`config.mk`:
```
export PLATFORM = sky130hd
export DESIGN_NAME = axi_llc_arcane_dma_ctl
export DESIGN_NICKNAME = d
export VERILOG_FILES = /design/src/rtl/axi_llc_arcane_dma_ctl.sv
export SDC_FILE = /design/constraint.sdc
export NUM_CORES = 1
export LEC_CHECK = 0
export ABC_AREA = 1
export CORE_MARGIN = 2
export CORE_UTILIZATION = 49
export DETAILED_ROUTE_END_ITERATION = 16
export PLACE_DENSITY = 0.78
export SLEW_MARGIN = 20
export SYNTH_ARGS = -nofsm -noshare
export SYNTH_HDL_FRONTEND = slang
export SYNTH_SLANG_ARGS = --single-unit
```
`constraint.sdc`:
```
create_clock -name clk_i -period 11.9 [get_ports clk_i]
set_input_delay 2.38 -clock clk_i [delete_from_list [all_inputs] [get_ports clk_i]]
set_output_delay 2.38 -clock clk_i [all_outputs]
set_load 0.01 [all_outputs]
```
`src/rtl/axi_llc_arcane_dma_ctl.sv`:
```
// Software-DMA sequencer: copies len words src->dst over OBI read/write channels via a credit-limited FIFO.
// Optional cycle counter on cycles_o when AXI_LLC_ARCANE_DMA_PERF_EN is defined.
module axi_llc_arcane_dma_ctl #(
  parameter int unsigned AddrWidth = 32,
  parameter int unsigned DataWidth = 32,
  parameter int unsigned LenWidth  = 16,
  parameter int unsigned FifoDepth = 4
) (
  input  logic                   clk_i,
  input  logic                   rst_i,
  input  logic                   lock_ok_i,
  input  logic                   start_i,
  input  logic [AddrWidth-1:0]   src_addr_i,
  input  logic [AddrWidth-1:0]   dst_addr_i,
  input  logic [LenWidth-1:0]    len_i,
  output logic                   busy_o,
  output logic                   done_o,
  output logic                   rd_req_o,
  input  logic                   rd_gnt_i,
  output logic [AddrWidth-1:0]   rd_addr_o,
  input  logic                   rd_rvalid_i,
  input  logic [DataWidth-1:0]   rd_rdata_i,
  output logic                   wr_req_o,
  input  logic                   wr_gnt_i,
  output logic [AddrWidth-1:0]   wr_addr_o,
  output logic [DataWidth-1:0]   wr_wdata_o,
  output logic [DataWidth/8-1:0] wr_be_o,
  input  logic                   wr_rvalid_i
`ifdef AXI_LLC_ARCANE_DMA_PERF_EN
  , output logic [31:0]          cycles_o
`endif
);
  localparam int unsigned BeWidth = DataWidth / 8;
  localparam int unsigned PtrW    = $clog2(FifoDepth);
  localparam int unsigned CntW    = PtrW + 1;
  localparam logic [CntW:0] DepthC = (CntW+1)'(FifoDepth);

  typedef enum logic [1:0] {IDLE, COPY, DRAIN, DONE} state_e;
  state_e state_q, state_d;

  logic [AddrWidth-1:0] src_q, dst_q;
  logic [LenWidth-1:0]  len_q, rd_issued_q, wr_issued_q, wr_rsp_q;
  logic [CntW-1:0]      rd_inflight_q, fifo_cnt_q;
  logic [PtrW-1:0]      wr_ptr_q, rd_ptr_q;
  logic [DataWidth-1:0] fifo_mem [FifoDepth];

  logic            start_ok, rd_hs, wr_hs, credit_ok, rsp_last;
  logic [CntW:0]   credit_sum;
  logic [LenWidth:0] rsp_next;

  assign start_ok   = (state_q == IDLE) && start_i && lock_ok_i;
  assign busy_o     = (state_q == COPY) || (state_q == DRAIN);
  assign done_o     = (state_q == DONE);

  // Reads in flight still own a FIFO slot, so the sum bounds occupancy.
  assign credit_sum = {1'b0, rd_inflight_q} + {1'b0, fifo_cnt_q};
  assign credit_ok  = credit_sum < DepthC;

  assign rd_req_o   = (state_q == COPY) && (rd_issued_q < len_q) && credit_ok;
  assign wr_req_o   = (state_q == COPY) && (fifo_cnt_q != '0);
  assign rd_hs      = rd_req_o && rd_gnt_i;
  assign wr_hs      = wr_req_o && wr_gnt_i;

  assign rd_addr_o  = src_q + AddrWidth'(rd_issued_q) * AddrWidth'(BeWidth);
  assign wr_addr_o  = dst_q + AddrWidth'(wr_issued_q) * AddrWidth'(BeWidth);
  assign wr_wdata_o = fifo_mem[rd_ptr_q];
  assign wr_be_o    = '1;

  // Count the response arriving this cycle so done follows the last rvalid by one cycle.
  assign rsp_next   = {1'b0, wr_rsp_q} + {{LenWidth{1'b0}}, wr_rvalid_i};
  assign rsp_last   = (rsp_next == {1'b0, len_q});

  always_ff @(posedge clk_i or posedge rst_i) begin
    if (rst_i) state_q <= IDLE;
    else       state_q <= state_d;
  end

  always_comb begin
    state_d = state_q;
    case (state_q)
      IDLE:  if (start_ok) state_d = (len_i == '0) ? DONE : COPY;
      COPY:  if (wr_issued_q == len_q) state_d = rsp_last ? DONE : DRAIN;
      DRAIN: if (rsp_last) state_d = DONE;
      DONE:  state_d = IDLE;
      default: state_d = IDLE;
    endcase
  end

  always_ff @(posedge clk_i or posedge rst_i) begin
    if (rst_i) begin
      src_q         <= '0;
      dst_q         <= '0;
      len_q         <= '0;
      rd_issued_q   <= '0;
      wr_issued_q   <= '0;
      wr_rsp_q      <= '0;
      rd_inflight_q <= '0;
    end else if (start_ok) begin
      src_q         <= src_addr_i;
      dst_q         <= dst_addr_i;
      len_q         <= len_i;
      rd_issued_q   <= '0;
      wr_issued_q   <= '0;
      wr_rsp_q      <= '0;
      rd_inflight_q <= '0;
    end else begin
      if (rd_hs)                 rd_issued_q <= rd_issued_q + 1'b1;
      if (wr_hs)                 wr_issued_q <= wr_issued_q + 1'b1;
      if (wr_rvalid_i && busy_o) wr_rsp_q    <= wr_rsp_q + 1'b1;
      case ({rd_hs, rd_rvalid_i})
        2'b10:   rd_inflight_q <= rd_inflight_q + 1'b1;
        2'b01:   rd_inflight_q <= rd_inflight_q - 1'b1;
        default: rd_inflight_q <= rd_inflight_q;
      endcase
    end
  end

  // Registered FIFO, no fall-through: a pushed word is visible the next cycle.
  always_ff @(posedge clk_i or posedge rst_i) begin
    if (rst_i) begin
      wr_ptr_q   <= '0;
      rd_ptr_q   <= '0;
      fifo_cnt_q <= '0;
      for (int i = 0; i < FifoDepth; i++) fifo_mem[i] <= '0;
    end else begin
      if (rd_rvalid_i) begin
        fifo_mem[wr_ptr_q] <= rd_rdata_i;
        wr_ptr_q           <= wr_ptr_q + 1'b1;
      end
      if (wr_hs) rd_ptr_q <= rd_ptr_q + 1'b1;
      case ({rd_rvalid_i, wr_hs})
        2'b10:   fifo_cnt_q <= fifo_cnt_q + 1'b1;
        2'b01:   fifo_cnt_q <= fifo_cnt_q - 1'b1;
        default: fifo_cnt_q <= fifo_cnt_q;
      endcase
    end
  end

`ifdef AXI_LLC_ARCANE_DMA_PERF_EN
  logic [31:0] cycles_q;
  always_ff @(posedge clk_i or posedge rst_i) begin
    if (rst_i)                            cycles_q <= '0;
    else if (start_ok)                    cycles_q <= '0;
    else if (busy_o && (cycles_q != '1))  cycles_q <= cycles_q + 1'b1;
  end
  assign cycles_o = cycles_q;
`endif

endmodule

```
==> impl_metrics.toml, run 1 <==
[synth]
synth_ff_type = "dfrtp_1"
yosysSeqAreaShare = 0.441
synthArstFlopShare = 1.00
yosysUniqueCellTypes = 50
netlist_instances = 1960
avgSynthCellArea_sq_um = 7.75
synth_edf_count = 0
synth_area_sq_um = 15200
synth-seq-cells = 268
synth_warnings = 0

[detailed_routing]
route.detailed.drc = 0
dr.pass1.iters = 5
wl_per_cell_um = 15.8
first_iter_violations = 1167
avgViaCountPerCell = 5.42
wl_um = 40400
vias = 13892
ant_nets = 0

[die]
die_area_sq_um = 32400
die_x_um = 180
core-area_sq_um = 30600
die_h_um = 180
ios = 224
rows = 64
initial_core_util = 0.497

[clock_tree]
cts_buffer_depth = 3
clock_latency_ps = 560
cts_tree = "done"
cts.sink_count = 268
cts-root-buf = "clkbuf_16"
numCtsBuffers = 31
cts_hold_buf = 0
post_cts_resized = 0
clkSlewWorstSetupHoldPaths_ps = 60
post-cts-setup-buffers = 0
htreeDepth = 1

[sta]
fmax_mhz = 169
skew_ps = 14.5
worst_slack_ps = 5970
fin_hold_ws_ps = 479
rsz0062_at_grt = "false"
setup-violations-final = 0
period_share = 0.498
slew_headroom = 0.245
worst_pin_slew_ps = 1130
hold_violations = 0
setup_tns_ps = 0
fin_crit_ps = 5930
drv_slew = 0

[layout]
syn_to_final_growth_pct = 23.4
nNetsFinal = 2330
layout_common_cells = "nand2_1, o21ai_0, dfrtp_1, clkdlybuf4s50_1, inv_1"
multi_input_area_sq_um = 7450
final_common_cell = "nand2_1"
finalNonFillerCells = 2561
drive_above_1_share = 0.0499
ff_latch_area_sq_um = 6710
final.fill_count = 2652
antenna_cells = 0

[worst_setup_path]
criticalPathCategory = "reg -> out"
crit_path_start_kind = "flip-flop"
crit_required_ps = 9520
cp.arrival_ps = 3550
path_max_fanout = 4
cp-end-kind = "primary output"

[global_route]
antenna_found_initial = 0
grt.overflow.total = 0
grt_max_degree = 109
gr-usage-all-layers = 0.248
grt_pass1_vias = 13588
grt_pass1_wl_um = 67600

[placement]
dp.cells = 2506
post-place-ws_ps = 6620
io_buffers = 219
gp_congestion = 0.939
dp_hpwl_um = 28100

[worst_hold_path]
hp-class = "reg -> reg"

[outcome]
status = "finished clean"

[flow_run]
cap_violations = 0

[pwr]
leakagePower_uw = 0.00885
vdd_drop_max_uv = 162
p_per_area_nw_per_um2 = 247
-- Yosys cell counts (2+ instances only) --
library cell / instances / area share
o21ai_2: 6 / 0.0035
xor2_1: 64 / 0.037
a21oi_1: 67 / 0.022
o31ai_1: 7 / 0.0035
buf_2: 2 / 0.00066
fa_1: 4 / 0.0053
nand3_1: 67 / 0.022
o21ai_0: 277 / 0.091
o22ai_1: 32 / 0.013
xnor2_1: 25 / 0.014
nor4_1: 9 / 0.0037
nor3_2: 3 / 0.0020
o21ai_1: 7 / 0.0023
nand3_2: 4 / 0.0026
nor2_1: 153 / 0.038
ha_1: 63 / 0.052
nor2_4: 5 / 0.0037
or2_2: 2 / 0.00082
buf_4: 9 / 0.0044
nor2_2: 4 / 0.0016
inv_2: 3 / 0.00074
dfrtp_1: 268 / 0.44
nand4_1: 29 / 0.012
clkbuf_1: 68 / 0.017
o21bai_1: 2 / 0.00099
clkbuf_2: 2 / 0.00066
inv_1: 183 / 0.045
nand3b_1: 2 / 0.00099
nand2_1: 532 / 0.13
nor3_1: 28 / 0.0092
a21oi_2: 3 / 0.0017
a31oi_1: 4 / 0.0016
nand2_2: 9 / 0.0037
-- worst paths after layout --
check	startpoint	to	slack [ps]	cells past startpoint
worst max-delay path	wr_issued_q[0]	wr_addr_o[30]	5970	14
worst min-delay path	fifo_mem[37]	fifo_mem[37]	480	2
worst max register to register	state_q[1]	rd_inflight_q[2]	8530	18
worst min register to register	fifo_mem[37]	fifo_mem[37]	480	2
max in group asynchronous	rst_i	fifo_mem[36]	8160	3
min in group asynchronous	rst_i	fifo_mem[123]	2340	2
-- flip-flops by register name (all words and copies together) (netlist names) --
| register | cells |
|---|---|
| fifo_mem | 128 |
| wr_issued_q | 16 |
| rd_inflight_q | 3 |
| src_q | 32 |
| rd_ptr_q | 2 |
| rd_issued_q | 16 |
| fifo_cnt_q | 3 |
| wr_ptr_q | 2 |
| state_q | 2 |
| dst_q | 32 |
| len_q | 16 |
| wr_rsp_q | 16 |
-- worst max-delay path: stages (launching register included) --
cell and delay, ps:
dfrtp_1 400, ha_1 160, inv_1 70, fa_1 400, nand3b_1 170, nand2_1 110, a21oi_1 110, o21ai_2 190
nand2_1 70, nand2_1 150, nand2_1 140, nor2_1 190, nand2_1 90, xor2_1 190, clkdlybuf4s50_1 570
-- metrics by stage --
stage	util	total power, uW	cell area, sq um
2_1_floorplan	-	2730	15200
3_3_place_gp	0.577	3540	17600
3_5_place_dp	0.577	3600	17600
4_1_cts	0.613	4640	18700
5_1_grt	0.613	4980	18700
6_report	0.613	4630	18700
-- logic make-up (layout without fill, tap and decap cells) --
family                   count (synthesis)  count (layout)  synth area share
XOR/XNOR                                89              89            0.0513
AND/OR/NAND/NOR                        851             851             0.234
AO/OA/AOI/OAI                          415             415             0.146
flip-flops                             268             268             0.441
other                                    1               4          0.000247
adder cells (fa/ha/maj)                 67              67            0.0572
buffers and inverters                  269             471            0.0695
-- power by group --
group / total, uW / switching [uW] / internal [uW] / leakage, uW
clock: 1020 / 386 / 633 / 0.000539
combinational: 2070 / 1160 / 913 / 0.00491
sequential: 1540 / 261 / 1280 / 0.00340
-- final cells by class --
| class | count | area share |
|---|---|---|
| Multi-Input combinational cell | 1426 | 0.398 |
| Sequential cell | 268 | 0.358 |
| Timing Repair Buffer | 230 | 0.122 |
| Clock buffer | 42 | 0.0479 |
| Inverter | 186 | 0.0377 |
| Tap cell | 396 | 0.0264 |
| Clock inverter | 13 | 0.0110 |
-- routing by layer --
layer / track usage / part of all wire / wire [um]
met5: 0 / 0 / 0
met1: 0.339 / 0.44 / 17700
met2: 0.401 / 0.45 / 18300
met3: 0.0471 / 0.075 / 3040
met4: 0.0787 / 0.032 / 1310
(Power assumes the default switching activity.)
==> run 2, diff against run 1 <==
==> constraint.sdc (replaced) <==
create_clock -name clk_i -period 6.15 [get_ports clk_i]
set_input_delay 1.23 -clock clk_i [delete_from_list [all_inputs] [get_ports clk_i]]
set_output_delay 1.23 -clock clk_i [all_outputs]
set_load 0.01 [all_outputs]
==> run 2 against run 1 <==
Net effect: clock power up 84%; global-route usage fell by 0.37 points; die area unchanged; hold slack improved by 1.1 ps; largest power group unchanged.
==> impl_metrics.toml, run 2 (synthesis results as in run 1) <==
[clock_tree]
clock_latency_ps = 560
htreeDepth = 1
cts_buffer_depth = 3
cts_hold_buf = 0
cts_tree = "done"
cts-root-buf = "clkbuf_16"
numCtsBuffers = 30
post_cts_resized = 0
cts.sink_count = 268
post-cts-setup-buffers = 0
clkSlewWorstSetupHoldPaths_ps = 60

[layout]
final.fill_count = 2663
syn_to_final_growth_pct = 23.2
largest_reg_flops = 128
finalNonFillerCells = 2562
largestRegisters = "fifo_mem: 128 flops, dst_q: 32 flops, src_q: 32 flops"
drive_above_1_share = 0.0485
top_register = "fifo_mem"
final_common_cell = "nand2_1"
fin_util = 0.612
layout_common_cells = "nand2_1, o21ai_0, dfrtp_1, clkdlybuf4s50_1, inv_1"
nNetsFinal = 2330

[detailed_routing]
wl_met1_um = 17500
vias = 13744
dr.pass1.iters = 5
highest_layer = "met4"
avgViaCountPerCell = 5.36
routed-wl-met3_um = 2940
route.detailed.drc = 0
wl_um = 40000
ant_nets = 0
first_iter_violations = 966
wl_per_cell_um = 15.6
wl_met2_um = 18600

[sta]
worst_pin_slew_ps = 1060
slew_headroom = 0.292
drv_slew = 0
rsz0062_at_grt = "false"
period_share = 0.770
setup-violations-final = 0
hold_violations = 0
skew_ps = 15.0
setup_tns_ps = 0
fin_crit_ps = 4730
fmax_mhz = 211

[worst_setup_path]
criticalPathCategory = "reg -> out"
cp.arrival_ps = 3500
slowest_delay_ps = 560
cp-end-kind = "primary output"
crit_path_start_kind = "flip-flop"
worstPathCellList = "ha_1, inv_1, fa_1, nand3b_1, nand2_1, a21oi_1, o21ai_2, nand2_1, nand2_1, nand2_1, nor2_1, nand2_1, xor2_1, clkdlybuf4s50_1"
cpMostUsedCell = "nand2_1"
path_max_fanout = 4
cp_slowest_cell = "clkdlybuf4s50_1"
crit_required_ps = 4920

[global_route]
antenna_found_initial = 1
grt_max_degree = 175
grt_pass1_vias = 13533
grt_pass1_wl_um = 66600
grt.overflow.total = 0
gr-usage-all-layers = 0.244

[flow_run]
cap_violations = 0

[outcome]
status = "finished clean"

[pwr]
p_per_area_nw_per_um2 = 473
vdd_drop_max_uv = 345
leakagePower_uw = 0.00884

[placement]
gp_congestion = 0.948
dp_hpwl_um = 28000
dp.cells = 2507
io_buffers = 219

[die]
rows = 64
ios = 224
initial_core_util = 0.497
die_x_um = 180
die_area_sq_um = 32400
die_h_um = 180
core-area_sq_um = 30600

[worst_hold_path]
hp-class = "reg -> reg"
[run 2: cell count changes in the layout (fill, tap and decap cells not counted)]
cell,before,now
buf_12,0,2
buf_6,1,0
clkbuf_1,3,6
clkbuf_16,31,30
clkbuf_8,8,6
clkinv_2,4,7
clkinv_4,2,0
clkinv_8,0,1
clkinvlp_4,2,1
diode_2,0,1
inv_6,1,0
inv_8,1,0
[run 2: worst paths after layout]
check,startpoint,depth (start not counted),end,slack (ps)
setup / recovery,wr_issued_q[0],14,wr_addr_o[30],1420
hold / removal,fifo_mem[86],2,fifo_mem[86],480
setup reg to reg,state_q[1],18,rd_inflight_q[2],2740
hold reg to reg,fifo_mem[86],2,fifo_mem[86],480
max in group asynchronous,rst_i,3,wr_rsp_q[1],4040
min in group asynchronous,rst_i,3,fifo_mem[24],1190
[run 2: power by group]
group,internal (uW),switching [uW]
sequential,2480,507
clock,1170,711
combinational,1770,2220
[run 2: cell type report]
| class | instances | area, sq um | area share |
|---|---|---|---|
| multi-input combinational | 1426 | 7450 | 0.398 |
| inverter | 186 | 703 | 0.0376 |
| timing repair buffer | 231 | 2310 | 0.123 |
| sequential | 268 | 6710 | 0.358 |
| tap | 396 | 495 | 0.0265 |
| clock inverter | 12 | 196 | 0.0105 |
| clock buffer | 42 | 856 | 0.0457 |
| antenna | 1 | 2.50 | 0.000134 |
[run 2: routing by layer]
layer	track usage	vias to the layer above
met3	0.0495	76
met4	0.0706	0
met5	0	-
li1	-	6760
met1	0.323	6459
met2	0.407	449
[run 2: critical path: cells and delay by family (launching register included)]
| family | cells | cell delay [ps] |
|---|---|---|
| DFF | 1 | 400 |
| xor gates and xnor gates | 1 | 160 |
| and+or+nand+nor | 7 | 910 |
| buffers and inverters | 2 | 620 |
| adders and majority gates | 2 | 550 |
| AOI/OAI and AO/OA | 2 | 300 |
[run 2: metrics by stage]
step,area [sq um],worst slack (ps),hold WS [ps],power [uW]
6_report,18700,1420,480,8860
5_1_grt,18700,1140,501,9530
4_1_cts,18700,1410,484,8910
3_5_place_dp,17700,2040,469,6970
3_3_place_gp,17700,2030,461,6850
2_1_floorplan,15200,1380,448,5290
